<file path="src/rtl/fifo_stream_reader_if.sv">
// ------------------------------------------------------------------
// Module : fifo_stream_reader_if
// Brief  : Output beat stream (valid/ready with last marker).
// Rev    : 1.0
// ------------------------------------------------------------------
`default_nettype none

interface fifo_stream_reader_if #(
  parameter int DW = 32
);
  logic          m_valid;
  logic [DW-1:0] m_data;
  logic          m_last;
  logic          m_ready;

  modport master (output m_valid, output m_data, output m_last, input m_ready);
  modport slave  (input m_valid, input m_data, input m_last, output m_ready);
endinterface

`default_nettype wire

</file>
<file path="src/rtl/fifo_stream_reader.sv">
// ------------------------------------------------------------------
// Module : fifo_stream_reader
// Brief  : Drains a FIFO into a packetised stream via a 2-entry skid
//          buffer, with a flush sequence that clears the FIFO.
// Rev    : 1.0
// ------------------------------------------------------------------
`default_nettype none

module fifo_stream_reader #(
  parameter int DW      = 32,
  parameter int DL      = 2,
  parameter int PKT_LEN = 4
) (
  input  logic                 clk,
  input  logic                 rstn,
  input  logic                 fifo_nempty,
  input  logic [DW-1:0]        fifo_rdata,
  input  logic [DL:0]          fifo_occ,
  output logic                 fifo_read,
  output logic                 fifo_clr,
  input  logic                 flush,
  output logic                 flush_done,
  fifo_stream_reader_if.master m_if,
  output logic [15:0]          pkt_cnt,
  output logic [DL+1:0]        level
);

  typedef enum logic [1:0] {
    ST_RUN  = 2'd0,
    ST_CLR  = 2'd1,
    ST_DONE = 2'd2
  } state_t;

  localparam logic [7:0] LAST_IDX = 8'(PKT_LEN - 1);

  state_t        state_q, state_d;
  logic [1:0]    buf_cnt_q, buf_cnt_d;
  logic [DW-1:0] data0_q, data0_d, data1_q, data1_d;
  logic          last0_q, last0_d, last1_q, last1_d;
  logic [7:0]    idx_q, idx_d;
  logic [15:0]   pkt_cnt_q, pkt_cnt_d;

  logic          m_valid;
  logic          m_last;
  logic          hs;
  logic          new_last;
  logic [1:0]    wr_slot;

  always_comb begin
    state_d    = state_q;
    buf_cnt_d  = buf_cnt_q;
    data0_d    = data0_q;
    data1_d    = data1_q;
    last0_d    = last0_q;
    last1_d    = last1_q;
    idx_d      = idx_q;
    pkt_cnt_d  = pkt_cnt_q;
    new_last   = 1'b0;

    fifo_read  = (state_q == ST_RUN) && !flush && fifo_nempty && (buf_cnt_q < 2'd2);
    fifo_clr   = (state_q == ST_CLR);
    flush_done = (state_q == ST_DONE);
    m_valid    = (buf_cnt_q != 2'd0);
    m_last     = m_valid && last0_q;
    hs         = m_valid && m_if.m_ready;
    // A pop frees the head before the capture lands, so the tail slot shifts down.
    wr_slot    = buf_cnt_q - {1'b0, hs};

    case (state_q)
      ST_RUN:  if (flush) state_d = ST_CLR;
      ST_CLR:  state_d = ST_DONE;
      ST_DONE: state_d = ST_RUN;
      default: state_d = ST_RUN;
    endcase

    if (hs) begin
      data0_d = data1_q;
      last0_d = last1_q;
      if (m_last) pkt_cnt_d = pkt_cnt_q + 16'd1;
    end

    if (fifo_read) begin
      new_last = (idx_q == LAST_IDX);
      idx_d    = new_last ? 8'd0 : idx_q + 8'd1;
      if (wr_slot == 2'd0) begin
        data0_d = fifo_rdata;
        last0_d = new_last;
      end else begin
        data1_d = fifo_rdata;
        last1_d = new_last;
      end
    end

    buf_cnt_d = buf_cnt_q + {1'b0, fifo_read} - {1'b0, hs};

    if ((state_q == ST_RUN) && flush) begin
      buf_cnt_d = 2'd0;
      idx_d     = 8'd0;
    end
  end

  always_ff @(posedge clk or negedge rstn) begin
    if (!rstn) begin
      state_q   <= ST_RUN;
      buf_cnt_q <= 2'd0;
      data0_q   <= '0;
      data1_q   <= '0;
      last0_q   <= 1'b0;
      last1_q   <= 1'b0;
      idx_q     <= 8'd0;
      pkt_cnt_q <= 16'd0;
    end else begin
      state_q   <= state_d;
      buf_cnt_q <= buf_cnt_d;
      data0_q   <= data0_d;
      data1_q   <= data1_d;
      last0_q   <= last0_d;
      last1_q   <= last1_d;
      idx_q     <= idx_d;
      pkt_cnt_q <= pkt_cnt_d;
    end
  end

  assign m_if.m_valid = m_valid;
  assign m_if.m_data  = data0_q;
  assign m_if.m_last  = m_last;
  assign pkt_cnt      = pkt_cnt_q;
  assign level        = (DL+2)'(fifo_occ) + (DL+2)'(buf_cnt_q);

endmodule

`default_nettype wire

</file>
<file path="src/flat_wrapper.sv">
// flat-port wrapper written by rule: the top's interface ports become plain ports
module fifo_stream_reader_flat 
#(
  parameter int DW      = 32,
  parameter int DL      = 2,
  parameter int PKT_LEN = 4
)
  (clk, rstn, fifo_nempty, fifo_rdata, fifo_occ, fifo_read, fifo_clr, flush, flush_done, pkt_cnt, level, m_if_m_valid, m_if_m_data, m_if_m_last, m_if_m_ready);
  fifo_stream_reader_if #(.DW(DW)) m_if_i ();
  input  logic clk;
  input  logic rstn;
  input  logic fifo_nempty;
  input  logic [DW-1:0] fifo_rdata;
  input  logic [DL:0] fifo_occ;
  output logic fifo_read;
  output logic fifo_clr;
  input  logic flush;
  output logic flush_done;
  output logic [15:0] pkt_cnt;
  output logic [DL+1:0] level;
  output wire logic [$bits(m_if_i.m_valid)-1:0] m_if_m_valid;
  output wire logic [$bits(m_if_i.m_data)-1:0] m_if_m_data;
  output wire logic [$bits(m_if_i.m_last)-1:0] m_if_m_last;
  input wire logic [$bits(m_if_i.m_ready)-1:0] m_if_m_ready;
  assign m_if_m_valid = m_if_i.m_valid;
  assign m_if_m_data = m_if_i.m_data;
  assign m_if_m_last = m_if_i.m_last;
  assign m_if_i.m_ready = m_if_m_ready;
  fifo_stream_reader #(.DW(DW), .DL(DL), .PKT_LEN(PKT_LEN)) u_core (.clk(clk), .rstn(rstn), .fifo_nempty(fifo_nempty), .fifo_rdata(fifo_rdata), .fifo_occ(fifo_occ), .fifo_read(fifo_read), .fifo_clr(fifo_clr), .flush(flush), .flush_done(flush_done), .m_if(m_if_i), .pkt_cnt(pkt_cnt), .level(level));
endmodule
</file>
<file path="config.mk">
export PLATFORM = sky130hd
export DESIGN_NAME = fifo_stream_reader_flat
export DESIGN_NICKNAME = d
export VERILOG_FILES = /design/src/rtl/fifo_stream_reader_if.sv /design/src/rtl/fifo_stream_reader.sv /design/src/flat_wrapper.sv
export SDC_FILE = /design/constraint.sdc
export NUM_CORES = 1
export LEC_CHECK = 0
export CAP_MARGIN = 20
export CORE_MARGIN = 5
export CORE_UTILIZATION = 45
export CTS_BUF_LIST = sky130_fd_sc_hd__clkbuf_4 sky130_fd_sc_hd__clkbuf_8
export CTS_CLUSTER_SIZE = 24
export DETAILED_ROUTE_END_ITERATION = 12
export PLACE_DENSITY = 0.83
export SLEW_MARGIN = 10
export SYNTH_ARGS = -nofsm -noshare
export SYNTH_HDL_FRONTEND = slang
export SYNTH_SLANG_ARGS = --single-unit
</file>
<file path="constraint.sdc">
create_clock -name clk -period 2.58 [get_ports clk]
set_clock_uncertainty 0.2 [all_clocks]
set_input_delay 0.645 -clock clk [delete_from_list [all_inputs] [get_ports clk]]
set_output_delay 0.645 -clock clk [all_outputs]
set_load 0.01 [all_outputs]
</file>
==> impl_metrics.xml, run 1 <==
<?xml version="1.0" encoding="UTF-8"?>
<metrics>
  <group name="global_routing">
    <metric name="number_of_global_route_vias_before_repair" unit="">3113</metric>
    <metric name="grt.overflow.total" unit="">0</metric>
    <metric name="grt.total_usage" unit="">0.1613</metric>
    <metric name="grt_first_pass_wirelength" unit="mm">14.84</metric>
    <metric name="antenna_found_initial" unit="">0</metric>
    <metric name="grt_max_degree" unit="">67</metric>
  </group>
  <group name="cts">
    <metric name="cts_htree_levels" unit="">3</metric>
    <metric name="cts.sinks" unit="">94</metric>
    <metric name="postCtsSetupBuffers" unit="">0</metric>
    <metric name="cts-hold-fix-buffers" unit="">0</metric>
    <metric name="clk_path_buf_depth" unit="">2</metric>
    <metric name="cts_tree" unit="">yes</metric>
    <metric name="insertion_delay" unit="ps">340</metric>
    <metric name="clock_transition_at_the_register_clock_pins_on_the_worst_setup_and_hold_paths_after_cts" unit="ps">90</metric>
    <metric name="cts-buffers-inserted" unit="">9</metric>
    <metric name="cts-root-buf" unit="">clkbuf_8</metric>
  </group>
  <group name="sta">
    <metric name="max_slew_violations" unit="">0</metric>
    <metric name="max-slew-margin-rel" unit="">0.7080</metric>
    <metric name="worst_slew_pin_slew" unit="ps">438.0</metric>
    <metric name="hold_violations" unit="">0</metric>
    <metric name="layout_worst_path_cycle_share" unit="">0.9740</metric>
    <metric name="report.final.setup_viol" unit="">0</metric>
    <metric name="max_freq" unit="GHz">0.3979</metric>
    <metric name="fin_crit" unit="ps">2513</metric>
    <metric name="rsz_0062_raised_after_global_routing" unit="">no</metric>
  </group>
  <group name="cells_and_area">
    <metric name="diodes" unit="">0</metric>
    <metric name="post_layout_nets" unit="">504</metric>
    <metric name="final_core_utilization" unit="">0.6198</metric>
    <metric name="num-fill-cells" unit="">740</metric>
    <metric name="sequential_cell_area" unit="sq um">2352</metric>
    <metric name="area_growth_syn_to_layout" unit="%">35.82</metric>
    <metric name="cell_area_after_layout" unit="sq um">5645</metric>
    <metric name="finish.cell_count_without_fillers" unit="">572</metric>
    <metric name="layout-drive-gt1-share" unit="">0.1649</metric>
    <metric name="multi_input_comb_area" unit="sq um">1728</metric>
  </group>
  <group name="setup_path">
    <metric name="worst-path-buf-inv" unit="">2</metric>
    <metric name="crit_path_cell_trace" unit="">clkdlybuf4s15_1 &gt; ha_2 &gt; fa_2 &gt; buf_6</metric>
    <metric name="worst-setup-path-type" unit="">primary input to output pin</metric>
    <metric name="timing.critical_path.fanout_max" unit="">2</metric>
    <metric name="critical_path_cell_count" unit="">4</metric>
    <metric name="crit_path_arrival_time" unit="ps">1670</metric>
    <metric name="cp-end-kind" unit="">output pin</metric>
    <metric name="critical_path_required" unit="ps">1740</metric>
    <metric name="worst_path_max_delay_cell" unit="">fa_2</metric>
    <metric name="worst_r2r_path_depth" unit="">10</metric>
    <metric name="kind_of_cell_with_the_highest_combined_delay_on_the_critical_path" unit="">adder cells</metric>
    <metric name="critPathMaxStageDelay" unit="ps">540</metric>
    <metric name="worstSetupStartpointType" unit="">primary input</metric>
  </group>
  <group name="yosys">
    <metric name="yosys_warnings" unit="">0</metric>
    <metric name="synth_area_leaders" unit="">dfrtp_1 57%, mux2_2 8.7%, mux2i_1 7.9%</metric>
    <metric name="mappedNetlistArea" unit="sq um">4156</metric>
    <metric name="synthMostInstantiatedCell" unit="">dfrtp_1</metric>
    <metric name="seq_cells_post_synth" unit="">94</metric>
    <metric name="netlist_instances" unit="">350</metric>
    <metric name="ys_async_sr_fraction" unit="">1.000</metric>
    <metric name="synth.distinct_cells" unit="">40</metric>
    <metric name="synth_top_area_frac" unit="">0.5659</metric>
    <metric name="synth_top_cell_by_area" unit="">dfrtp_1</metric>
    <metric name="synth_edf_count" unit="">0</metric>
    <metric name="share_of_the_yosys_chip_area_belonging_to_registers" unit="">0.5659</metric>
    <metric name="ys_top_cells_by_count" unit="">94 x dfrtp_1, 41 x nor2_1, 36 x a21oi_1</metric>
    <metric name="synthFlopType" unit="">dfrtp_1</metric>
    <metric name="synth.avg_cell_area" unit="sq um">11.88</metric>
    <metric name="syn-num-nets" unit="">397</metric>
  </group>
  <group name="detailed_routing">
    <metric name="final_antenna_net_count" unit="">0</metric>
    <metric name="num_vias" unit="">2962</metric>
    <metric name="detail_route.drc_violations" unit="">0</metric>
    <metric name="dr.pass1.iters" unit="">4</metric>
    <metric name="drt_iter0_drc" unit="">50</metric>
    <metric name="via_per_inst" unit="">5.178</metric>
    <metric name="drt-total-wl" unit="mm">8.644</metric>
    <metric name="routed_wire_length_per_instance" unit="um">15.11</metric>
  </group>
  <group name="placed_design">
    <metric name="placed_area" unit="sq um">5348</metric>
    <metric name="place_congestion" unit="">0.7905</metric>
    <metric name="placed_cells" unit="">557</metric>
    <metric name="hpwl" unit="mm">6.267</metric>
    <metric name="port_buffers" unit="">96</metric>
  </group>
  <group name="power_and_ir_drop">
    <metric name="seq_power_share" unit="">0.409</metric>
    <metric name="sw_frac_of_total" unit="">0.2965</metric>
    <metric name="power.density_cell_area" unit="nW/um^2">1015</metric>
    <metric name="power.internal" unit="uW">4030</metric>
    <metric name="tot_pwr" unit="uW">5728</metric>
    <metric name="power.net_switching" unit="uW">1699</metric>
    <metric name="power.share.combinational" unit="">0.358</metric>
    <metric name="ir_drop" unit="mV">0.5646</metric>
    <metric name="cell_leakage_power" unit="uW">0.002522</metric>
    <metric name="power.share.clock" unit="">0.233</metric>
  </group>
  <group name="die">
    <metric name="starting_density_of_the_core" unit="">0.4563</metric>
    <metric name="ios" unit="">97</metric>
    <metric name="die_w" unit="um">106.1</metric>
    <metric name="row_cnt" unit="">35</metric>
    <metric name="chipHeight" unit="um">106.1</metric>
    <metric name="die_area" unit="sq um">11260</metric>
    <metric name="design.core.area" unit="sq um">9109</metric>
  </group>
  <group name="min_path">
    <metric name="worst_hold_path_type" unit="">primary input to async pin</metric>
  </group>
  <group name="run_status">
    <metric name="status" unit="">finished, final reports clean</metric>
  </group>
  <group name="job">
    <metric name="maxCapViolCount" unit="">0</metric>
  </group>
</metrics>
[cell usage in the layout (no fill, tap or decap), drive strengths merged, types with 2 or more instances in the layout]
cell type      Yosys  routed
mux2              34      34
dlygate4sd2        0       3
nand4              5       5
nor2              42      42
nand2             11      11
clkdlybuf4s15      0       2
clkbuf             5       9
and3               3       3
xnor2             14      14
o21ai              7       7
dfrtp             94      94
a21oi             36      36
o22ai              2       2
nand3             11      11
clkdlybuf4s50      0      87
ha                 6       6
nor3               4       4
bufinv             0       5
nor2b              5       5
nand2b             2       2
mux2i             33      33
xor2               6       6
buf                9      17
and2               2       2
a22o               2       2
inv                6       6
[state kept, by name (all words and copies together) (netlist names)]
signal	count
u_core.last0_q	1
u_core.state_q	2
u_core.data1_q	32
u_core.idx_q	8
u_core.last1_q	1
u_core.pkt_cnt	16
u_core.m_if.m_data	32
u_core.buf_cnt_q	2
[area by class of cell]
type                    instances  area share
well taps                     111     0.02460
inverters                       6    0.003989
clock buffers                   9     0.02194
clock inverters                 6     0.02815
repair buffers                110      0.1986
flip-flops and latches         94      0.4167
multi-input cells             236      0.3061
[path summary, 6_finish.rpt]
path	from	to	slack, ps
worst max-delay path	fifo_occ[0]	level[1]	70
worst max register to register	u_core.buf_cnt_q[1]	u_core.buf_cnt_q[1]	440
worst min-delay path	rstn	u_core.pkt_cnt[14]	30
max in group asynchronous	rstn	u_core.data1_q[16]	1600
min in group clk	u_core.pkt_cnt[15]	u_core.pkt_cnt[15]	290
worst min register to register	u_core.pkt_cnt[15]	u_core.pkt_cnt[15]	290
[cells by family after synthesis]
kind of cell    after synthesis  synth area share
xor+xnor                     20           0.04214
flops                        94            0.5659
buf+inv                      20           0.02468
simple gates                 92            0.1072
fa+ha+maj                     7           0.02288
mux                          67            0.1716
compound gates               50           0.06562
[power by group through the flow]
stage / Combinational [uW] / Clock [uW] / Sequential, uW
3_5_place_dp: 2080 / 0 / 2360
3_3_place_gp: 2000 / 0 / 2330
6_report: 2050 / 1330 / 2340
4_1_cts: 2090 / 1360 / 2340
2_1_floorplan: 961 / 0 / 2430
5_1_grt: 2260 / 1420 / 2420
[per-stage QoR]
stage / TNS (ps) / hold slack (ps) / setup slack (ps)
finish: 0 / 34.91 / 67.04
global route: 0 / 60.36 / 10.47
CTS: 0 / 39.97 / 10.59
detailed placement: -2079 / 277.9 / -661.5
global placement: -1886 / 263.0 / -611.9
floorplan: 0 / 149.4 / 273.1
[timing repair]
action,CTS,global route
setup endpoints to repair,7,4
resized for setup,19,3
pin swaps,1,1
[layer usage]
metal  share of wire  track usage  vias up
met4           0.016      0.04995        0
li1                -            -     1423
met5               0            0        -
met2            0.50       0.2747       75
met3           0.057      0.04189       11
met1            0.43       0.2010     1453
Note: power is estimated with default switching activity, not from simulation.
==> run 2: changes to the inputs <==
- CORE_ASPECT_RATIO: unset -> 1.2
==> run 2 against run 1 <==
The flow now finishes with violations (negative setup slack); worst setup slack lost 94 ps; sequential cell count unchanged; clock power down 25%; fmax shrank 3.6%; non-clock buffer count increased by 1; critical path depth grew 1; utilization is 0.32 points lower; combinational power about the same; worst hold slack got worse by 4.8 ps; global-route usage grew 0.090 points; largest cell class unchanged.
==> impl_metrics.xml, run 2 (synthesis results as in run 1) <==
<?xml version="1.0" encoding="UTF-8"?>
<metrics>
  <group name="cells_and_area">
    <metric name="post_layout_nets" unit="">505</metric>
    <metric name="diodes" unit="">0</metric>
    <metric name="layout-drive-gt1-share" unit="">0.1663</metric>
    <metric name="final_cell_mix" unit="">94 x dfrtp_1, 88 x clkdlybuf4s50_1, 41 x nor2_1</metric>
    <metric name="cell_area_after_layout" unit="sq um">5570</metric>
    <metric name="final_common_cell" unit="">dfrtp_1</metric>
    <metric name="area_growth_syn_to_layout" unit="%">34.02</metric>
  </group>
  <group name="placed_design">
    <metric name="hpwl" unit="mm">6.352</metric>
    <metric name="worst_setup_timing_slack_at_the_placement_stage" unit="ps">-666.2</metric>
    <metric name="port_buffers" unit="">96</metric>
    <metric name="place_congestion" unit="">0.8013</metric>
    <metric name="placed_area" unit="sq um">5339</metric>
  </group>
  <group name="setup_path">
    <metric name="critical_path_required" unit="ps">1740</metric>
    <metric name="critPathMaxStageDelay" unit="ps">360</metric>
    <metric name="cp-end-kind" unit="">output pin</metric>
    <metric name="crit_path_cell_trace" unit="">dlygate4sd2_1 &gt; ha_2 &gt; fa_2 &gt; xor2_1 &gt; buf_2</metric>
    <metric name="timing.critical_path.fanout_max" unit="">2</metric>
    <metric name="crit_path_arrival_time" unit="ps">1760</metric>
    <metric name="worst_path_max_delay_cell" unit="">fa_2</metric>
    <metric name="worstSetupStartpointType" unit="">primary input</metric>
    <metric name="worst-setup-path-type" unit="">primary input to output pin</metric>
  </group>
  <group name="detailed_routing">
    <metric name="final_antenna_net_count" unit="">0</metric>
    <metric name="dr.pass1.iters" unit="">5</metric>
    <metric name="detail_route.drc_violations" unit="">0</metric>
    <metric name="drt-total-wl" unit="mm">8.756</metric>
    <metric name="num_vias" unit="">2957</metric>
    <metric name="routed_wire_length_per_instance" unit="um">15.02</metric>
    <metric name="via_per_inst" unit="">5.072</metric>
    <metric name="drt_iter0_drc" unit="">105</metric>
  </group>
  <group name="run_status">
    <metric name="status" unit="">finished, violations left</metric>
    <metric name="failed_checks" unit="">negative setup slack</metric>
  </group>
  <group name="power_and_ir_drop">
    <metric name="cell_leakage_power" unit="uW">0.002473</metric>
    <metric name="ir_drop" unit="mV">0.4644</metric>
    <metric name="power.density_cell_area" unit="nW/um^2">970.3</metric>
  </group>
  <group name="die">
    <metric name="die_w" unit="um">97.74</metric>
    <metric name="row_cnt" unit="">38</metric>
    <metric name="ios" unit="">97</metric>
    <metric name="design.core.area" unit="sq um">9034</metric>
    <metric name="starting_density_of_the_core" unit="">0.4601</metric>
    <metric name="die_area" unit="sq um">11270</metric>
    <metric name="chipHeight" unit="um">115.3</metric>
  </group>
  <group name="cts">
    <metric name="cts-hold-fix-buffers" unit="">0</metric>
    <metric name="cts_tree" unit="">yes</metric>
    <metric name="cts_htree_levels" unit="">3</metric>
    <metric name="clock_transition_at_the_register_clock_pins_on_the_worst_setup_and_hold_paths_after_cts" unit="ps">80</metric>
    <metric name="cts-root-buf" unit="">clkbuf_8</metric>
    <metric name="cts-buffers-inserted" unit="">9</metric>
    <metric name="cts.sinks" unit="">94</metric>
    <metric name="clk_path_buf_depth" unit="">2</metric>
    <metric name="insertion_delay" unit="ps">350</metric>
  </group>
  <group name="sta">
    <metric name="worst_slew_pin_slew" unit="ps">473.8</metric>
    <metric name="max_slew_violations" unit="">0</metric>
    <metric name="max_freq" unit="GHz">0.3835</metric>
    <metric name="hold_violations" unit="">0</metric>
    <metric name="report.final.setup_viol" unit="">1</metric>
    <metric name="timing.final.ws_setup" unit="ps">-27.24</metric>
    <metric name="rsz_0062_raised_after_global_routing" unit="">yes</metric>
    <metric name="max-slew-margin-rel" unit="">0.6817</metric>
    <metric name="fin_crit" unit="ps">2607</metric>
    <metric name="layout_worst_path_cycle_share" unit="">1.011</metric>
  </group>
  <group name="global_routing">
    <metric name="antenna_found_initial" unit="">0</metric>
    <metric name="grt.overflow.total" unit="">0</metric>
    <metric name="grt.total_usage" unit="">0.1622</metric>
    <metric name="number_of_global_route_vias_before_repair" unit="">3108</metric>
    <metric name="grt_first_pass_wirelength" unit="mm">14.79</metric>
    <metric name="grt_max_degree" unit="">67</metric>
  </group>
  <group name="min_path">
    <metric name="worst_hold_path_type" unit="">primary input to async pin</metric>
  </group>
  <group name="job">
    <metric name="maxCapViolCount" unit="">0</metric>
  </group>
</metrics>
[run 2: changes by cell type in the layout (fill, tap and decap cells not counted), sizes merged]
cell / previous run / this run
buf: 17 / 18
bufinv: 5 / 1
clkbuf: 9 / 13
clkdlybuf4s15: 2 / 1
clkdlybuf4s50: 87 / 88
clkinvlp: 0 / 1
dlygate4sd2: 3 / 4
dlymetal6s2s: 1 / 0
[run 2: critical path: cells and delay by family]
family                   cells  cell delay [ps]
buffers and inverters        2              390
adder cells (fa/ha/maj)      2              540
XOR/XNOR                     1              170
[run 2: final timing paths]
path | slack (ps) | startpoint | depth (start not counted) | end
max reg2reg | 420 | u_core.buf_cnt_q[1] | 10 | u_core.buf_cnt_q[1]
min | 30 | rstn | 1 | u_core.pkt_cnt[8]
min reg2reg | 270 | u_core.pkt_cnt[15] | 1 | u_core.pkt_cnt[15]
min in group clk | 270 | u_core.pkt_cnt[15] | 1 | u_core.pkt_cnt[15]
max | -30 | fifo_occ[0] | 5 | level[2]
max in group asynchronous | 1570 | rstn | 2 | u_core.data1_q[14]
[run 2: layout make-up]
type	count	area, sq um
Fill cell	747	3463
Tap cell	120	150.1
Clock inverter	3	42.54
Inverter	6	22.52
Sequential cell	94	2352
Clock buffer	13	166.4
Timing Repair Buffer	111	1112
Multi-Input combinational cell	236	1724
[run 2: report_power, final]
part           switching [uW]  leakage [uW]  internal, uW  total (uW)
Combinational             870       0.00116          1210        2080
Sequential                329       0.00121          2000        2330
Clock                     478      0.000106           522         999
Total                    1680       0.00247          3730        5400
[run 2: layer usage]
metal / GRT usage / wire length [um] / vias up / share of wire
li1: - / - / 1429 / -
met1: 0.1841 / 3533 / 1417 / 0.40
met2: 0.2913 / 4565 / 95 / 0.52
met3: 0.04066 / 481 / 16 / 0.055
met4: 0.07018 / 175 / 0 / 0.020
met5: 0 / 0 / - / 0
[run 2: through the flow]
stage               total power, uW  utilization  setup TNS [ps]  std cells  hold slack (ps)
CTS                            5459       0.6148               0        581            26.38
global route                   5793       0.6166          -98.37        583            44.47
global placement               4332       0.5910           -1874        565            262.8
detailed placement             4446       0.5910           -2178        565            271.8
finish                         5405       0.6166          -27.24        583            30.11
floorplan                      3391            -               0        350            149.4
[run 2: what timing repair did]
action	in CTS	in global routing
resized for setup	18	1
gates cloned	0	0
pin swaps	2	1
endpoints found under the setup margin	7	5
buffers inserted	0	2
==> run 3: changes to the inputs <==
- clock period: 2.58 -> 2.6 ns (I/O delays scaled with it)
==> run 3 against run 2 <==
The flow now finishes without violations; sequential share of layout area grew 0.16 points; sequential cell count stayed put; worst setup slack better by 81 ps; final cell count did not move; routed wire length up 1.8%; register-to-register slack barely moved; critical path type unchanged; largest power group unchanged; highest routed layer unchanged.
==> impl_metrics.xml, run 3 (synthesis results as in run 1) <==
<?xml version="1.0" encoding="UTF-8"?>
<metrics>
  <group name="run_status">
    <metric name="status" unit="">finished, final reports clean</metric>
  </group>
  <group name="detailed_routing">
    <metric name="detail_route.drc_violations" unit="">0</metric>
    <metric name="via_per_inst" unit="">5.118</metric>
    <metric name="dr.pass1.iters" unit="">6</metric>
    <metric name="final_antenna_net_count" unit="">0</metric>
    <metric name="num_vias" unit="">2984</metric>
    <metric name="route.top_layer_used" unit="">met4</metric>
    <metric name="routed-wl-met3" unit="um">431</metric>
    <metric name="drt-total-wl" unit="mm">8.917</metric>
    <metric name="wl_met2" unit="mm">4.655</metric>
    <metric name="drt-met1-wl" unit="mm">3.685</metric>
    <metric name="routed_wire_length_per_instance" unit="um">15.30</metric>
    <metric name="drt_iter0_drc" unit="">108</metric>
  </group>
  <group name="setup_path">
    <metric name="worst_path_max_delay_cell" unit="">fa_2</metric>
    <metric name="worst-setup-path-type" unit="">primary input to output pin</metric>
    <metric name="timing.critical_path.fanout_max" unit="">2</metric>
    <metric name="critPathMaxStageDelay" unit="ps">390</metric>
    <metric name="kind_of_cell_with_the_highest_combined_delay_on_the_critical_path" unit="">adder cells</metric>
    <metric name="worst-path-buf-inv" unit="">2</metric>
    <metric name="worstSetupStartpointType" unit="">primary input</metric>
    <metric name="critical_path_required" unit="ps">1750</metric>
    <metric name="crit_path_arrival_time" unit="ps">1700</metric>
    <metric name="cp-end-kind" unit="">output pin</metric>
    <metric name="crit_path_cell_trace" unit="">clkdlybuf4s15_1 &gt; ha_2 &gt; fa_2 &gt; xor2_1 &gt; buf_2</metric>
  </group>
  <group name="sta">
    <metric name="hold_violations" unit="">0</metric>
    <metric name="max_freq" unit="GHz">0.3927</metric>
    <metric name="timing.final.ws_setup" unit="ps">53.41</metric>
    <metric name="worst_slew_pin_slew" unit="ps">464.3</metric>
    <metric name="max_slew_violations" unit="">0</metric>
    <metric name="report.final.setup_viol" unit="">0</metric>
    <metric name="fin_crit" unit="ps">2547</metric>
    <metric name="whs" unit="ps">30.32</metric>
    <metric name="max-slew-margin-rel" unit="">0.6881</metric>
    <metric name="setup_total_negative_slack" unit="ps">0</metric>
    <metric name="layout_worst_path_cycle_share" unit="">0.9795</metric>
  </group>
  <group name="placed_design">
    <metric name="port_buffers" unit="">96</metric>
    <metric name="place_congestion" unit="">0.8023</metric>
    <metric name="worst_setup_timing_slack_at_the_placement_stage" unit="ps">-656.8</metric>
    <metric name="hpwl" unit="mm">6.371</metric>
    <metric name="placed_area" unit="sq um">5339</metric>
  </group>
  <group name="cts">
    <metric name="clock_transition_at_the_register_clock_pins_on_the_worst_setup_and_hold_paths_after_cts" unit="ps">80</metric>
    <metric name="insertion_delay" unit="ps">360</metric>
    <metric name="cts.sinks" unit="">94</metric>
    <metric name="clk_path_buf_depth" unit="">2</metric>
    <metric name="cts-hold-fix-buffers" unit="">0</metric>
    <metric name="cts_htree_levels" unit="">3</metric>
    <metric name="cts-root-buf" unit="">clkbuf_8</metric>
    <metric name="cts-buffers-inserted" unit="">9</metric>
    <metric name="cts_tree" unit="">yes</metric>
  </group>
  <group name="global_routing">
    <metric name="grt_first_pass_wirelength" unit="mm">14.90</metric>
    <metric name="grt.total_usage" unit="">0.1642</metric>
    <metric name="grt_max_degree" unit="">67</metric>
    <metric name="number_of_global_route_vias_before_repair" unit="">3040</metric>
    <metric name="grt.overflow.total" unit="">0</metric>
    <metric name="antenna_found_initial" unit="">0</metric>
  </group>
  <group name="die">
    <metric name="die_w" unit="um">97.74</metric>
    <metric name="starting_density_of_the_core" unit="">0.4601</metric>
    <metric name="design.core.area" unit="sq um">9034</metric>
    <metric name="row_cnt" unit="">38</metric>
    <metric name="die_area" unit="sq um">11270</metric>
    <metric name="chipHeight" unit="um">115.3</metric>
    <metric name="ios" unit="">97</metric>
  </group>
  <group name="cells_and_area">
    <metric name="cell_area_after_layout" unit="sq um">5553</metric>
    <metric name="diodes" unit="">0</metric>
    <metric name="area_growth_syn_to_layout" unit="%">33.59</metric>
    <metric name="final_common_cell" unit="">dfrtp_1</metric>
    <metric name="final_cell_mix" unit="">93 x dfrtp_1, 88 x clkdlybuf4s50_1, 41 x nor2_1</metric>
    <metric name="post_layout_nets" unit="">505</metric>
    <metric name="layout-drive-gt1-share" unit="">0.1685</metric>
  </group>
  <group name="job">
    <metric name="maxCapViolCount" unit="">0</metric>
  </group>
  <group name="power_and_ir_drop">
    <metric name="cell_leakage_power" unit="uW">0.002464</metric>
    <metric name="power.net_switching" unit="uW">1684</metric>
    <metric name="power.density_cell_area" unit="nW/um^2">954.2</metric>
    <metric name="sw_frac_of_total" unit="">0.3178</metric>
    <metric name="seq_power_share" unit="">0.438</metric>
    <metric name="power.share.clock" unit="">0.173</metric>
    <metric name="ir_drop" unit="mV">0.4909</metric>
    <metric name="power.internal" unit="uW">3614</metric>
    <metric name="power.share.combinational" unit="">0.389</metric>
  </group>
  <group name="min_path">
    <metric name="worst_hold_path_type" unit="">primary input to async pin</metric>
  </group>
</metrics>
==> run 3: cell types whose count changed in the layout (fill, tap and decap cells not counted) <==
cell / previous run / this run
dfrtp_2: 0 / 1
bufinv_16: 1 / 0
clkbuf_8: 11 / 12
clkinv_2: 1 / 2
clkbuf_4: 2 / 1
dfrtp_1: 94 / 93
==> run 3: layer usage <==
layer | track usage | vias to the layer above
li1 | - | 1422
met1 | 0.1930 | 1464
met2 | 0.2940 | 86
met3 | 0.03519 | 12
met4 | 0.06648 | 0
met5 | 0 | -
==> run 3: layout make-up <==
class,instances,area (sq um)
timing repair buffer,111,1112
multi-input combinational,236,1724
clock buffer,13,172.7
fill,740,3481
inverter,6,22.52
sequential,94,2354
tap,120,150.1
clock inverter,3,17.52
==> run 3: power groups by stage <==
stage	sequential (uW)	combinational, uW	clock [uW]
global placement	2310	1990	0
floorplan	2410	954	0
detailed placement	2340	2080	0
global route	2390	2260	1010
CTS	2320	2080	939
finish	2320	2060	917
==> run 3: final timing paths <==
path                       slack (ps)  depth (start not counted)             endpoint                start
max                                50                          5             level[2]          fifo_occ[0]
min                                30                          1    u_core.pkt_cnt[8]                 rstn
max reg2reg                       410                         10  u_core.buf_cnt_q[1]  u_core.buf_cnt_q[1]
min reg2reg                       280                          1   u_core.pkt_cnt[15]   u_core.pkt_cnt[15]
max in group asynchronous        1570                          2  u_core.buf_cnt_q[1]                 rstn
min in group clk                  280                          1   u_core.pkt_cnt[15]   u_core.pkt_cnt[15]
==> run 3: repair_timing <==
| action | 4_1_cts | 5_1_grt |
|---|---|---|
| setup endpoints to repair | 7 | 1 |
| hold endpoints to repair | 0 | 0 |
| pin swaps | 2 | 1 |
| buffers inserted | 0 | 2 |
| gates resized for setup | 19 | 1 |
==> run 3: through the flow <==
stage / std cells / power [uW] / util
2_1_floorplan: 350 / 3365 / -
3_3_place_gp: 565 / 4299 / 0.5910
3_5_place_dp: 565 / 4421 / 0.5910
4_1_cts: 581 / 5347 / 0.6129
5_1_grt: 583 / 5661 / 0.6147
6_report: 583 / 5298 / 0.6147
